**src/rtl/prefetch_queue.sv**
```systemverilog
`default_nettype none
// ============================================================================
// Module      : prefetch_queue
// Description : Instruction-byte prefetcher. Issues sequential reads to a
//               1-cycle-latency synchronous memory and buffers the returned
//               bytes (with their source addresses) in a DEPTH-entry FIFO
//               that the decoder drains through a valid/ready handshake.
// Revision    : 1.0 - initial release
// ============================================================================
module prefetch_queue #(
    parameter int DATA_WIDTH = 8,
    parameter int ADDR_WIDTH = 16,
    parameter int DEPTH      = 4
) (
    input  logic                     clk,
    input  logic                     reset,
    input  logic                     flush,
    input  logic [ADDR_WIDTH-1:0]    flush_addr,
    input  logic                     hold,
    output logic                     mem_re,
    output logic [ADDR_WIDTH-1:0]    mem_addr,
    input  logic [DATA_WIDTH-1:0]    mem_rdata,
    output logic                     out_valid,
    output logic [DATA_WIDTH-1:0]    out_data,
    output logic [ADDR_WIDTH-1:0]    out_addr,
    input  logic                     out_ready,
    output logic [$clog2(DEPTH):0]   count,
    output logic [ADDR_WIDTH-1:0]    fetch_pc
);

    localparam int c_ptr_w = $clog2(DEPTH);
    localparam int c_cnt_w = c_ptr_w + 1;
    // One extra bit so count + inflight + outstanding never overflows.
    localparam logic [c_cnt_w:0] c_depth = (c_cnt_w + 1)'(DEPTH);

    typedef enum logic [0:0] {
        ST_IDLE = 1'b0,
        ST_RUN  = 1'b1
    } state_t;

    state_t                 r_state;
    state_t                 w_state_nxt;

    logic [DATA_WIDTH-1:0]  r_data_mem [DEPTH];
    logic [ADDR_WIDTH-1:0]  r_addr_mem [DEPTH];
    logic [c_ptr_w-1:0]     r_wr_ptr;
    logic [c_ptr_w-1:0]     r_rd_ptr;
    logic [c_cnt_w-1:0]     r_count;

    logic                   r_mem_re;
    logic [ADDR_WIDTH-1:0]  r_mem_addr;
    logic [ADDR_WIDTH-1:0]  r_fetch_pc;
    // Data for the read issued last cycle arrives this cycle.
    logic                   r_inflight;
    logic [ADDR_WIDTH-1:0]  r_inflight_addr;

    logic                   w_push;
    logic                   w_pop;
    logic                   w_issue;
    logic [c_cnt_w:0]       w_used;

    // Flush wins over both queue operations.
    assign w_pop  = (r_count != '0) && out_ready && !flush;
    assign w_push = r_inflight && !flush;

    // Slots already committed: buffered, arriving now, arriving next cycle,
    // less the one being freed by a pop this cycle.
    assign w_used = {1'b0, r_count}
                  + {{c_cnt_w{1'b0}}, r_inflight}
                  + {{c_cnt_w{1'b0}}, r_mem_re}
                  - {{c_cnt_w{1'b0}}, w_pop};

    // Control state register.
    always_ff @(posedge clk or posedge reset) begin
        if (reset) begin
            r_state <= ST_IDLE;
        end else begin
            r_state <= w_state_nxt;
        end
    end

    // Next-state and issue decision.
    always_comb begin
        w_state_nxt = r_state;
        w_issue     = 1'b0;
        case (r_state)
            ST_IDLE: begin
                if (flush) begin
                    w_state_nxt = ST_RUN;
                end
            end
            ST_RUN: begin
                if (!flush && !hold && (w_used < c_depth)) begin
                    w_issue = 1'b1;
                end
            end
            default: begin
                w_state_nxt = ST_IDLE;
            end
        endcase
    end

    // Fetch address, memory strobe and in-flight tracking.
    always_ff @(posedge clk or posedge reset) begin
        if (reset) begin
            r_mem_re        <= 1'b0;
            r_mem_addr      <= '0;
            r_fetch_pc      <= '0;
            r_inflight      <= 1'b0;
            r_inflight_addr <= '0;
        end else if (flush) begin
            r_mem_re        <= 1'b0;
            r_fetch_pc      <= flush_addr;
            r_inflight      <= 1'b0;
        end else begin
            r_mem_re        <= w_issue;
            r_inflight      <= r_mem_re;
            r_inflight_addr <= r_mem_addr;
            if (w_issue) begin
                r_mem_addr <= r_fetch_pc;
                r_fetch_pc <= r_fetch_pc + ADDR_WIDTH'(1);
            end
        end
    end

    // FIFO pointers and occupancy.
    always_ff @(posedge clk or posedge reset) begin
        if (reset) begin
            r_wr_ptr <= '0;
            r_rd_ptr <= '0;
            r_count  <= '0;
        end else if (flush) begin
            r_wr_ptr <= '0;
            r_rd_ptr <= '0;
            r_count  <= '0;
        end else begin
            if (w_push) begin
                r_wr_ptr <= r_wr_ptr + c_ptr_w'(1);
            end
            if (w_pop) begin
                r_rd_ptr <= r_rd_ptr + c_ptr_w'(1);
            end
            case ({w_push, w_pop})
                2'b10:   r_count <= r_count + c_cnt_w'(1);
                2'b01:   r_count <= r_count - c_cnt_w'(1);
                default: r_count <= r_count;
            endcase
        end
    end

    // FIFO storage; cleared on reset so the head reads as zero.
    always_ff @(posedge clk or posedge reset) begin
        if (reset) begin
            for (int i = 0; i < DEPTH; i++) begin
                r_data_mem[i] <= '0;
                r_addr_mem[i] <= '0;
            end
        end else if (w_push) begin
            r_data_mem[r_wr_ptr] <= mem_rdata;
            r_addr_mem[r_wr_ptr] <= r_inflight_addr;
        end
    end

    assign mem_re    = r_mem_re;
    assign mem_addr  = r_mem_addr;
    assign fetch_pc  = r_fetch_pc;
    assign count     = r_count;
    assign out_valid = (r_count != '0);
    assign out_data  = r_data_mem[r_rd_ptr];
    assign out_addr  = r_addr_mem[r_rd_ptr];

endmodule
`default_nettype wire

```
**config.mk**
```make
export PLATFORM = sky130hd
export DESIGN_NAME = prefetch_queue
export DESIGN_NICKNAME = d
export VERILOG_FILES = /design/src/rtl/prefetch_queue.sv
export SDC_FILE = /design/constraint.sdc
export NUM_CORES = 1
export LEC_CHECK = 0
export ABC_AREA = 1
export CORE_MARGIN = 2
export CORE_UTILIZATION = 50
export DETAILED_ROUTE_END_ITERATION = 7
export PLACE_DENSITY = 0.74
export SLEW_MARGIN = 20
export SYNTH_ARGS = -nofsm -noshare
export SYNTH_HDL_FRONTEND = slang
export SYNTH_SLANG_ARGS = --single-unit
```
**constraint.sdc**
```tcl
create_clock -name clk -period 7.4 [get_ports clk]
set_clock_uncertainty 0.15 [all_clocks]
set_input_delay 1.11 -clock clk [delete_from_list [all_inputs] [get_ports clk]]
set_output_delay 1.11 -clock clk [all_outputs]
set_load 0.02 [all_outputs]
```
==> results.toml <==
[run_status]
status = "complete, no violations"

[placed_design]
portBuffers = 89
post-dp-hpwl_um = 9975
placed_cells = 1081
place.gp.congestion = 0.8225

[worst_setup_path]
crit_path_max_fanout = 26
crit_required_ns = 6.14
crit_arrival_ns = 3.08
worstSetupEndpointType = "output port"
worstSetupPathType = "reg -> out"
startpoint_type = "flip-flop"

[clock_network]
post_cts_buffers = 0
cts_buffers = 17
clk_pin_slew_worst_paths_ns = 0.06
worst_skew_pair.late_latency_ns = 0.42
clkSinkCount = 154
cts-root-buf = "clkbuf_16"
hold_buffers = 0
cts_buffer_depth = 2
cts_tree = "yes"
cts_resized = 0
htree_levels = 4

[timing]
finalCritPeriodShare_pct = 58.63
period_needed_ns = 4.339
fmax_ghz = 0.2305
setup_viol = 0
hold_violations = 0
tns_ns = 0
finalMaxSlewViolations = 0
slew_headroom_pct = 37.85
rsz0062_at_grt = "no"
tightest_slew_ns = 0.9323

[route]
wl_per_cell_um = 14.81
antenna_left = 0
via_per_inst = 5.347
wl_um = 16490
drc = 0
firstDrtPassIters = 5
drt_iter0_markers = 408
vias = 5951

[power]
powerDensity_nw_per_um2 = 392.9
ir_drop_v = 0.0001982
p_leak_nw = 4.034

[floorplanning]
rows = 43
die_w_um = 122.8
io_pins = 90
core_um2 = 13830
start_util_pct = 51.07
fp.dieArea_um2 = 15090
die_h_um = 122.8

[finish]
layout_commonest_cell = "nand2_1"
syn_to_final_growth_pct = 22.64
layout.cells.non_filler = 1113
drive_gt1_share_pct = 5.681
diodes = 0
final_cell_mix = "nand2_1, o21ai_0, dfrtp_1, clkdlybuf4s50_1, nor2_1"
nets = 959

[global_route]
grt_max_degree = 79
grt_overflow = 0
antenna_found_initial = 0
grt_pass1_wl_um = 27700
grt_pass1_vias = 5600
grt_use_total_pct = 23.55

[job]
max-cap-violations = 0

[yosys]
ys.flop_type = "dfrtp_1"
syn_area_per_cell_um2 = 8.259
yosys_warnings = 0
synth_area_um2 = 7062
synth_cell_types = 24
synthesis.nets = 894
synth_enable_flop_cells = 0
synth_cells = 855
async_flop_share_pct = 100.0
seq_area_frac_synth_pct = 54.57
ys_seq_elements = 154

[hold_path]
hold_class = "reg -> reg"
==> worst paths after layout <==
kind / from / endpoint / slack [ns] / cells past startpoint
max: r_rd_ptr[1]$_DFFE_PP0P_ / out_addr[10] / 3.06 / 4
min: r_state$_DFF_PP0_ / r_state$_DFF_PP0_ / 0.31 / 2
max reg2reg: count[1]$_DFFE_PP0P_ / fetch_pc[12]$_DFFE_PP0P_ / 4.13 / 18
min reg2reg: r_state$_DFF_PP0_ / r_state$_DFF_PP0_ / 0.31 / 2
max in group asynchronous: reset / r_addr_mem[3]$_DFFE_PP0P_ / 4.67 / 3
min in group asynchronous: reset / count[1]$_DFFE_PP0P_ / 1.02 / 2
==> synth_stat cells, types with 5 or more instances <==
library cell | n | area share, %
o21ai_1 | 12 | 0.85
inv_1 | 59 | 3.1
dfrtp_1 | 154 | 55
nand2_1 | 248 | 13
buf_2 | 21 | 1.5
o21ai_0 | 176 | 12
nand3_1 | 32 | 2.3
nor2_1 | 62 | 3.3
o22ai_1 | 25 | 2.2
nor2_2 | 5 | 0.44
clkbuf_1 | 24 | 1.3
ha_1 | 9 | 1.6
==> critical path: stages, from the launching register on <==
cell and delay, ns:
dfrtp_1 0.73, inv_1 0.82, o21ai_0 0.20, o22ai_1 0.24
clkdlybuf4s50_1 0.66
==> through the flow <==
step	setup slack [ns]	total power, mW	util, %	cell area, um2	hold slack (ns)
6_report	3.061	3.403	62.64	8661	0.3138
3_5_place_dp	3.001	2.455	57.86	8000	0.3019
2_1_floorplan	1.990	1.937	-	7062	0.2820
3_3_place_gp	3.083	2.437	57.86	8000	0.3015
5_1_grt	2.878	3.617	62.64	8661	0.3434
4_1_cts	3.052	3.422	62.64	8661	0.3175
==> layout make-up <==
cell class | instances | area (um2)
Fill cell | 1213 | 5166
Sequential cell | 154 | 3854
Multi-Input combinational cell | 590 | 2744
Timing Repair Buffer | 96 | 943.4
Clock buffer | 20 | 466.7
Inverter | 61 | 234.0
Tap cell | 180 | 225.2
Clock inverter | 12 | 193.9
==> registers in the layout, indices dropped and copies added, names as in the netlist <==
register,count
fetch_pc,16
r_data_mem,32
r_rd_ptr,2
r_state,1
mem_addr,16
mem_re,1
r_inflight,1
r_inflight_addr,16
r_wr_ptr,2
r_addr_mem,64
count,3
==> cell families after synthesis <==
group	Yosys count	share of synthesized area [%]
simple gates	355	20.09
compound gates	217	15.82
flops	154	54.57
buf+inv	111	6.644
fa+ha+maj	10	1.878
xor+xnor	8	0.9921
==> power by group <==
part | total [mW] | internal, mW | switching [mW]
sequential | 1.21 | 1.04 | 0.175
combinational | 1.23 | 0.513 | 0.717
clock | 0.959 | 0.623 | 0.336
total | 3.40 | 2.18 | 1.23
==> routing by layer <==
layer | vias up | part of all wire, % | global-route usage, %
met2 | 164 | 47 | 36.60
met1 | 2852 | 47 | 33.74
li1 | 2917 | - | -
met5 | - | 0 | 0
met3 | 18 | 4.8 | 4.322
met4 | 0 | 1.2 | 7.112
(Power assumes the default switching activity.)
